<file path="src/rtl/ram_bus_sequencer_if.sv">
//----------------------------------------------------------------------------
// Module  : ram_bus_sequencer_if
// Brief   : Core request port plus RAM/ram_plexer bus for ram_bus_sequencer.
// Revision: 1.0
//----------------------------------------------------------------------------
`default_nettype none

interface ram_bus_sequencer_if #(
  parameter int ADDR_W = 5,
  parameter int DATA_W = 32
);
  logic              req_i;
  logic              we_i;
  logic [ADDR_W-1:0] addr_i;
  logic [DATA_W-1:0] wdata_i;
  logic              busy_o;
  logic              done_o;
  logic              err_o;
  logic [DATA_W-1:0] rdata_o;
  logic              rw_switch_o;
  logic [DATA_W-1:0] tx_data_o;
  logic [DATA_W-1:0] rx_data_i;
  logic [ADDR_W-1:0] ram_addr_o;
  logic              ram_cs_o;
  logic              ram_we_o;
  logic              ram_strobe_o;
  logic              ram_ack_i;

  // master: the core and the RAM side that surround the sequencer
  modport master (
    output req_i, we_i, addr_i, wdata_i, rx_data_i, ram_ack_i,
    input  busy_o, done_o, err_o, rdata_o, rw_switch_o, tx_data_o,
           ram_addr_o, ram_cs_o, ram_we_o, ram_strobe_o
  );

  modport slave (
    input  req_i, we_i, addr_i, wdata_i, rx_data_i, ram_ack_i,
    output busy_o, done_o, err_o, rdata_o, rw_switch_o, tx_data_o,
           ram_addr_o, ram_cs_o, ram_we_o, ram_strobe_o
  );
endinterface

`default_nettype wire

</file>
<file path="src/rtl/ram_bus_sequencer.sv">
//----------------------------------------------------------------------------
// Module  : ram_bus_sequencer
// Brief   : Runs one core load/store at a time onto the shared RAM bus.
// Revision: 1.0
//----------------------------------------------------------------------------
`default_nettype none

module ram_bus_sequencer #(
  parameter int ADDR_W       = 5,
  parameter int DATA_W       = 32,
  parameter int SETUP_CYCLES = 1,
  parameter int TIMEOUT      = 15
) (
  input wire                 clk_i,
  input wire                 rst_i,
  ram_bus_sequencer_if.slave bus
);

  localparam int CNT_MAX = (SETUP_CYCLES > TIMEOUT) ? SETUP_CYCLES : TIMEOUT;
  localparam int CNT_W   = $clog2(CNT_MAX + 1);

  typedef enum logic [1:0] {
    S_IDLE   = 2'd0,
    S_SETUP  = 2'd1,
    S_STROBE = 2'd2,
    S_TURN   = 2'd3
  } state_e;

  state_e            state_q;
  logic [CNT_W-1:0]  cnt_q;
  logic              we_q;
  logic              busy_q;
  logic              done_q;
  logic              err_q;
  logic [DATA_W-1:0] rdata_q;
  logic              rw_switch_q;
  logic [DATA_W-1:0] tx_data_q;
  logic [ADDR_W-1:0] ram_addr_q;
  logic              ram_cs_q;
  logic              ram_we_q;
  logic              ram_strobe_q;

  always_ff @(posedge clk_i) begin
    if (rst_i) begin
      state_q      <= S_IDLE;
      cnt_q        <= '0;
      we_q         <= 1'b0;
      busy_q       <= 1'b0;
      done_q       <= 1'b0;
      err_q        <= 1'b0;
      rdata_q      <= '0;
      rw_switch_q  <= 1'b0;
      tx_data_q    <= '0;
      ram_addr_q   <= '0;
      ram_cs_q     <= 1'b0;
      ram_we_q     <= 1'b0;
      ram_strobe_q <= 1'b0;
    end else begin
      done_q <= 1'b0;
      case (state_q)
        S_IDLE: begin
          err_q <= 1'b0;
          if (bus.req_i) begin
            state_q     <= S_SETUP;
            cnt_q       <= CNT_W'(1);
            we_q        <= bus.we_i;
            ram_addr_q  <= bus.addr_i;
            tx_data_q   <= bus.wdata_i;
            busy_q      <= 1'b1;
            ram_cs_q    <= 1'b1;
            ram_we_q    <= bus.we_i;
            rw_switch_q <= bus.we_i;
          end
        end
        S_SETUP: begin
          if (cnt_q == CNT_W'(SETUP_CYCLES)) begin
            state_q      <= S_STROBE;
            cnt_q        <= CNT_W'(1);
            ram_strobe_q <= 1'b1;
          end else begin
            cnt_q <= cnt_q + CNT_W'(1);
          end
        end
        S_STROBE: begin
          // An ack on the final allowed cycle still completes successfully.
          if (bus.ram_ack_i || (cnt_q == CNT_W'(TIMEOUT))) begin
            state_q      <= S_TURN;
            done_q       <= 1'b1;
            err_q        <= ~bus.ram_ack_i;
            ram_cs_q     <= 1'b0;
            ram_we_q     <= 1'b0;
            rw_switch_q  <= 1'b0;
            ram_strobe_q <= 1'b0;
            if (bus.ram_ack_i && !we_q) begin
              rdata_q <= bus.rx_data_i;
            end
          end else begin
            cnt_q <= cnt_q + CNT_W'(1);
          end
        end
        S_TURN: begin
          state_q <= S_IDLE;
          busy_q  <= 1'b0;
          err_q   <= 1'b0;
        end
        default: begin
          state_q <= S_IDLE;
        end
      endcase
    end
  end

  assign bus.busy_o       = busy_q;
  assign bus.done_o       = done_q;
  assign bus.err_o        = err_q;
  assign bus.rdata_o      = rdata_q;
  assign bus.rw_switch_o  = rw_switch_q;
  assign bus.tx_data_o    = tx_data_q;
  assign bus.ram_addr_o   = ram_addr_q;
  assign bus.ram_cs_o     = ram_cs_q;
  assign bus.ram_we_o     = ram_we_q;
  assign bus.ram_strobe_o = ram_strobe_q;

endmodule

`default_nettype wire

</file>
<file path="src/flat_wrapper.sv">
// flat-port wrapper written by rule: the top's interface ports become plain ports
module ram_bus_sequencer_flat 
#(
  parameter int ADDR_W       = 5,
  parameter int DATA_W       = 32,
  parameter int SETUP_CYCLES = 1,
  parameter int TIMEOUT      = 15
)
  (clk_i, rst_i, bus_req_i, bus_we_i, bus_addr_i, bus_wdata_i, bus_rx_data_i, bus_ram_ack_i, bus_busy_o, bus_done_o, bus_err_o, bus_rdata_o, bus_rw_switch_o, bus_tx_data_o, bus_ram_addr_o, bus_ram_cs_o, bus_ram_we_o, bus_ram_strobe_o);
  ram_bus_sequencer_if #(.ADDR_W(ADDR_W), .DATA_W(DATA_W)) bus_i ();
  input wire clk_i;
  input wire rst_i;
  input wire logic [$bits(bus_i.req_i)-1:0] bus_req_i;
  input wire logic [$bits(bus_i.we_i)-1:0] bus_we_i;
  input wire logic [$bits(bus_i.addr_i)-1:0] bus_addr_i;
  input wire logic [$bits(bus_i.wdata_i)-1:0] bus_wdata_i;
  input wire logic [$bits(bus_i.rx_data_i)-1:0] bus_rx_data_i;
  input wire logic [$bits(bus_i.ram_ack_i)-1:0] bus_ram_ack_i;
  output wire logic [$bits(bus_i.busy_o)-1:0] bus_busy_o;
  output wire logic [$bits(bus_i.done_o)-1:0] bus_done_o;
  output wire logic [$bits(bus_i.err_o)-1:0] bus_err_o;
  output wire logic [$bits(bus_i.rdata_o)-1:0] bus_rdata_o;
  output wire logic [$bits(bus_i.rw_switch_o)-1:0] bus_rw_switch_o;
  output wire logic [$bits(bus_i.tx_data_o)-1:0] bus_tx_data_o;
  output wire logic [$bits(bus_i.ram_addr_o)-1:0] bus_ram_addr_o;
  output wire logic [$bits(bus_i.ram_cs_o)-1:0] bus_ram_cs_o;
  output wire logic [$bits(bus_i.ram_we_o)-1:0] bus_ram_we_o;
  output wire logic [$bits(bus_i.ram_strobe_o)-1:0] bus_ram_strobe_o;
  assign bus_i.req_i = bus_req_i;
  assign bus_i.we_i = bus_we_i;
  assign bus_i.addr_i = bus_addr_i;
  assign bus_i.wdata_i = bus_wdata_i;
  assign bus_i.rx_data_i = bus_rx_data_i;
  assign bus_i.ram_ack_i = bus_ram_ack_i;
  assign bus_busy_o = bus_i.busy_o;
  assign bus_done_o = bus_i.done_o;
  assign bus_err_o = bus_i.err_o;
  assign bus_rdata_o = bus_i.rdata_o;
  assign bus_rw_switch_o = bus_i.rw_switch_o;
  assign bus_tx_data_o = bus_i.tx_data_o;
  assign bus_ram_addr_o = bus_i.ram_addr_o;
  assign bus_ram_cs_o = bus_i.ram_cs_o;
  assign bus_ram_we_o = bus_i.ram_we_o;
  assign bus_ram_strobe_o = bus_i.ram_strobe_o;
  ram_bus_sequencer #(.ADDR_W(ADDR_W), .DATA_W(DATA_W), .SETUP_CYCLES(SETUP_CYCLES), .TIMEOUT(TIMEOUT)) u_core (.clk_i(clk_i), .rst_i(rst_i), .bus(bus_i));
endmodule
</file>
<file path="config.mk">
export PLATFORM = sky130hd
export DESIGN_NAME = ram_bus_sequencer_flat
export DESIGN_NICKNAME = d
export VERILOG_FILES = /design/src/rtl/ram_bus_sequencer_if.sv /design/src/rtl/ram_bus_sequencer.sv /design/src/flat_wrapper.sv
export SDC_FILE = /design/constraint.sdc
export NUM_CORES = 1
export LEC_CHECK = 0
export ABC_AREA = 1
export BUFFER_PORTS_ARGS = -buffer_cell sky130_fd_sc_hd__buf_2
export CAP_MARGIN = 40
export CORE_ASPECT_RATIO = 0.8
export CORE_UTILIZATION = 45
export CTS_BUF_LIST = sky130_fd_sc_hd__clkbuf_2
export DETAILED_ROUTE_END_ITERATION = 6
export GPL_TIMING_DRIVEN = 0
export HOLD_SLACK_MARGIN = 0.06
export PLACE_DENSITY_LB_ADDON = 0.05
export SETUP_SLACK_MARGIN = 0.02
export SKIP_CTS_REPAIR_TIMING = 1
export SYNTH_ARGS = -nofsm -noshare
export SYNTH_HDL_FRONTEND = slang
export SYNTH_SLANG_ARGS = --single-unit
</file>
<file path="constraint.sdc">
create_clock -name clk_i -period 3.2 [get_ports clk_i]
set_input_delay 0.96 -clock clk_i [delete_from_list [all_inputs] [get_ports clk_i]]
set_output_delay 0.96 -clock clk_i [all_outputs]
set_load 0.005 [all_outputs]
</file>
==> run_results.csv <==
group,metric,value,unit
status,status,"finished clean",
synthesis,ys_types,19,
sta,clock_skew,0.0292,ns
worst_setup_path,critPathMaxStageDelay,0.41,ns
synthesis,synth_fa_ha_area_share,2.41,%
worst_setup_path,slowest_stage,"dfxtp_1",
pwr,power,3.09,mW
route,wl_per_cell,11.8,µm
clock_tree,htree_levels,3,
worst_setup_path,critPathRequiredTime,2.24,ns
sta,rsz0062_at_grt,"no",
flow_run,drv_cap,0,
clock_tree,cts_inserted_buffers,9,
synthesis,synth-simple-area-share,24.9,%
grt,grt_pass1_wl,12900,µm
synthesis,syn_nets,487,
floorplanning,row_count,26,
synthesis,yosysSeqAreaShare,52.7,%
route,first_iter_violations,104,
clock_tree,cts.sinks,82,
floorplanning,die_h,76.4,µm
floorplanning,coreArea,6540,µm²
min_path,hp-class,"register to register",
sta,fin_tns_setup,0,ns
grt,antenna_found_initial,0,
synthesis,syn_area,3110,µm²
worst_setup_path,arrival,1.13,ns
worst_setup_path,startpoint_type,"register",
sta,finalCriticalPeriod,2.09,ns
route,via_count,3073,
sta,slew_viol_final,0,
sta,fmax,480,MHz
layout,antennaDiodeCount,0,
grt,grtUsageTotal,22.7,%
pwr,p_per_area,759,nW/µm²
placed_design,dp_slack,1.20,ns
placed_design,io_buffers,148,
route,drt_pass1_iterations,4,
route,drc,0,
worst_setup_path,reg2reg_depth,7,
grt,first_global_vias,2929,
synthesis,synth_top_family_by_area,"simple AND/OR/NAND/NOR gates",
synthesis,synth_xor_xnor_area_share,0,%
layout,nNetsFinal,646,
floorplanning,pin_count,150,
layout,areaGrowthSynthToFinish,30.7,%
layout,post-route-util,62.2,%
worst_setup_path,crit_cells,2,
clock_tree,clkLatencyLatePin,0.53,ns
sta,hold_violations,0,
min_path,hold_depth,2,
synthesis,yosys_warnings,0,
clock_tree,root_buffer,"clkbuf_2",
sta,final.period_utilization,65.2,%
placed_design,routabilityCongestion,0.794,
floorplanning,die-area,7260,µm²
layout,n_fill_cell,630,
sta,fin_ws,1.11,ns
sta,relSlewSlack,70.8,%
placed_design,dp_hpwl,5700,µm
synthesis,synth_compound_area_share,13.3,%
route,wl,7740,µm
worst_setup_path,crit_chain,"buf_4 -> buf_2",
grt,grt_max_degree,14,
worst_setup_path,crit_type,"register to primary output",
floorplanning,die_w,95.0,µm
worst_setup_path,crit_family,"flip-flops",
synthesis,ys_seq_elements,82,
sta,worst_pin_slew,0.437,ns
worst_setup_path,critPathCaptureType,"primary output",
synthesis,muxShareOfSynthArea,0,%
floorplanning,initial_utilization,47.6,%
clock_tree,clkTransAtPathRegs,0.18,ns
route,drtAntennaViolNets,0,
pwr,p_leak,2.17,nW
worst_setup_path,path_buf_inv,2,
worst_setup_path,crit_path_max_fanout,3,
clock_tree,clk_path_buf_depth,2,
layout,drive_above_1_share,33.8,%
synthesis,syn_inst,407,
synthesis,syn_area_per_cell,7.65,µm²
route,avgViaCountPerCell,4.69,
pwr,ir_drop,308,µV
grt,grt_overflow,0,
sta,setup_violations,0,
clock_tree,cts_tree,"done",
-- final timing paths --
kind	start	to	slack, ns
worst max-delay path	u_core.bus.rw_switch_o$_SDFFE_PP0P_	bus_rw_switch_o	1.11
worst min-delay path	u_core.bus.ram_cs_o$_SDFFE_PP0P_	u_core.bus.ram_cs_o$_SDFFE_PP0P_	0.47
worst max register to register	u_core.state_q[0]$_SDFFE_PP0P_	u_core.bus.tx_data_o[30]$_SDFFE_PP0P_	1.55
worst min register to register	u_core.bus.ram_cs_o$_SDFFE_PP0P_	u_core.bus.ram_cs_o$_SDFFE_PP0P_	0.47
-- placed cells by master, fill, tap and decap left out, drive strengths merged --
| cell | count |
|---|---|
| buf | 163 |
| nor2 | 147 |
| dfxtp | 82 |
| o21ai | 72 |
| nand2 | 33 |
| clkbuf | 20 |
| inv | 17 |
| nand3 | 12 |
| a21oi | 11 |
| ha | 6 |
| nand4 | 3 |
| clkinv | 3 |
| bufinv | 1 |
| clkinvlp | 1 |
-- cells by family (layout without fill, tap and decap cells) --
group | count (synthesis) | count (layout)
AOI/OAI and AO/OA | 83 | 83
DFF | 82 | 82
buffers and inverters | 41 | 205
adders and majority gates | 6 | 6
and+or+nand+nor | 195 | 195
-- through the flow --
step | cells | instance area [µm²] | hold WS [ns]
final | 655 | 4070 | 0.471
after global routing | 655 | 4070 | 0.510
after CTS | 655 | 4070 | 0.475
after detailed placement | 639 | 3960 | 0.452
after global placement | 639 | 3960 | 0.447
after floorplan | 407 | 3110 | 0.455
-- report_power, final --
| part | internal (mW) | switching [mW] | total (mW) |
|---|---|---|---|
| Clock | 0.184 | 0.343 | 0.527 |
| Combinational | 0.476 | 0.700 | 1.18 |
| Sequential | 1.26 | 0.129 | 1.39 |
| Total | 1.92 | 1.17 | 3.09 |
-- sequential cells by signal, indices dropped and copies added (netlist names) --
| signal | cells |
|---|---|
| u_core.bus.busy_o | 1 |
| u_core.bus.done_o | 1 |
| u_core.bus.err_o | 1 |
| u_core.bus.ram_addr_o | 5 |
| u_core.bus.ram_cs_o | 1 |
| u_core.bus.ram_strobe_o | 1 |
| u_core.bus.rdata_o | 32 |
| u_core.bus.rw_switch_o | 1 |
| u_core.bus.tx_data_o | 32 |
| u_core.cnt_q | 4 |
| u_core.state_q | 2 |
| u_core.we_q | 1 |
-- layout make-up --
type	count	area [µm²]	share of cell area [%]
Sequential cell	82	1640	40.3
Buffer	24	144	3.54
Tap cell	84	105	2.58
Timing Repair Buffer	148	741	18.2
Clock inverter	5	55.1	1.35
Clock buffer	11	55.1	1.35
Inverter	17	63.8	1.57
Multi-Input combinational cell	284	1260	31.1
-- worst reg2reg max path, cell delays in order, from the launching register on --
cell and delay (ns):
dfxtp_1 0.43, inv_1 0.09, ha_1 0.23, nand2_1 0.11
clkbuf_2 0.22, clkbuf_1 0.32, o21ai_0 0.13, nor2_1 0.09
-- per-layer routing --
metal	track usage, %	vias to the layer above	part of all wire, %
met2	37.1	94	45
met1	26.8	1352	45
met4	7.58	0	1.6
met3	9.38	10	7.7
met5	0	-	0
li1	-	1617	-
-- synth_stat cells --
cell      instances  area share [%]
inv_2             5            0.60
a21oi_1          11             1.8
clkbuf_4          1            0.24
nand4_1           3            0.60
buf_2            10             1.6
buf_4             1            0.24
nand2_1          28             3.4
o21ai_0          63              10
dfxtp_1          82              53
buf_6             4             1.4
nand2_2           5             1.0
nor2_1          146              18
nor2_4            1            0.36
clkbuf_1          5            0.60
inv_1            12             1.4
clkbuf_2          3            0.48
o21ai_1           9             1.4
ha_1              6             2.4
nand3_1          12             1.9
Note: power is estimated with default switching activity, not from simulation.
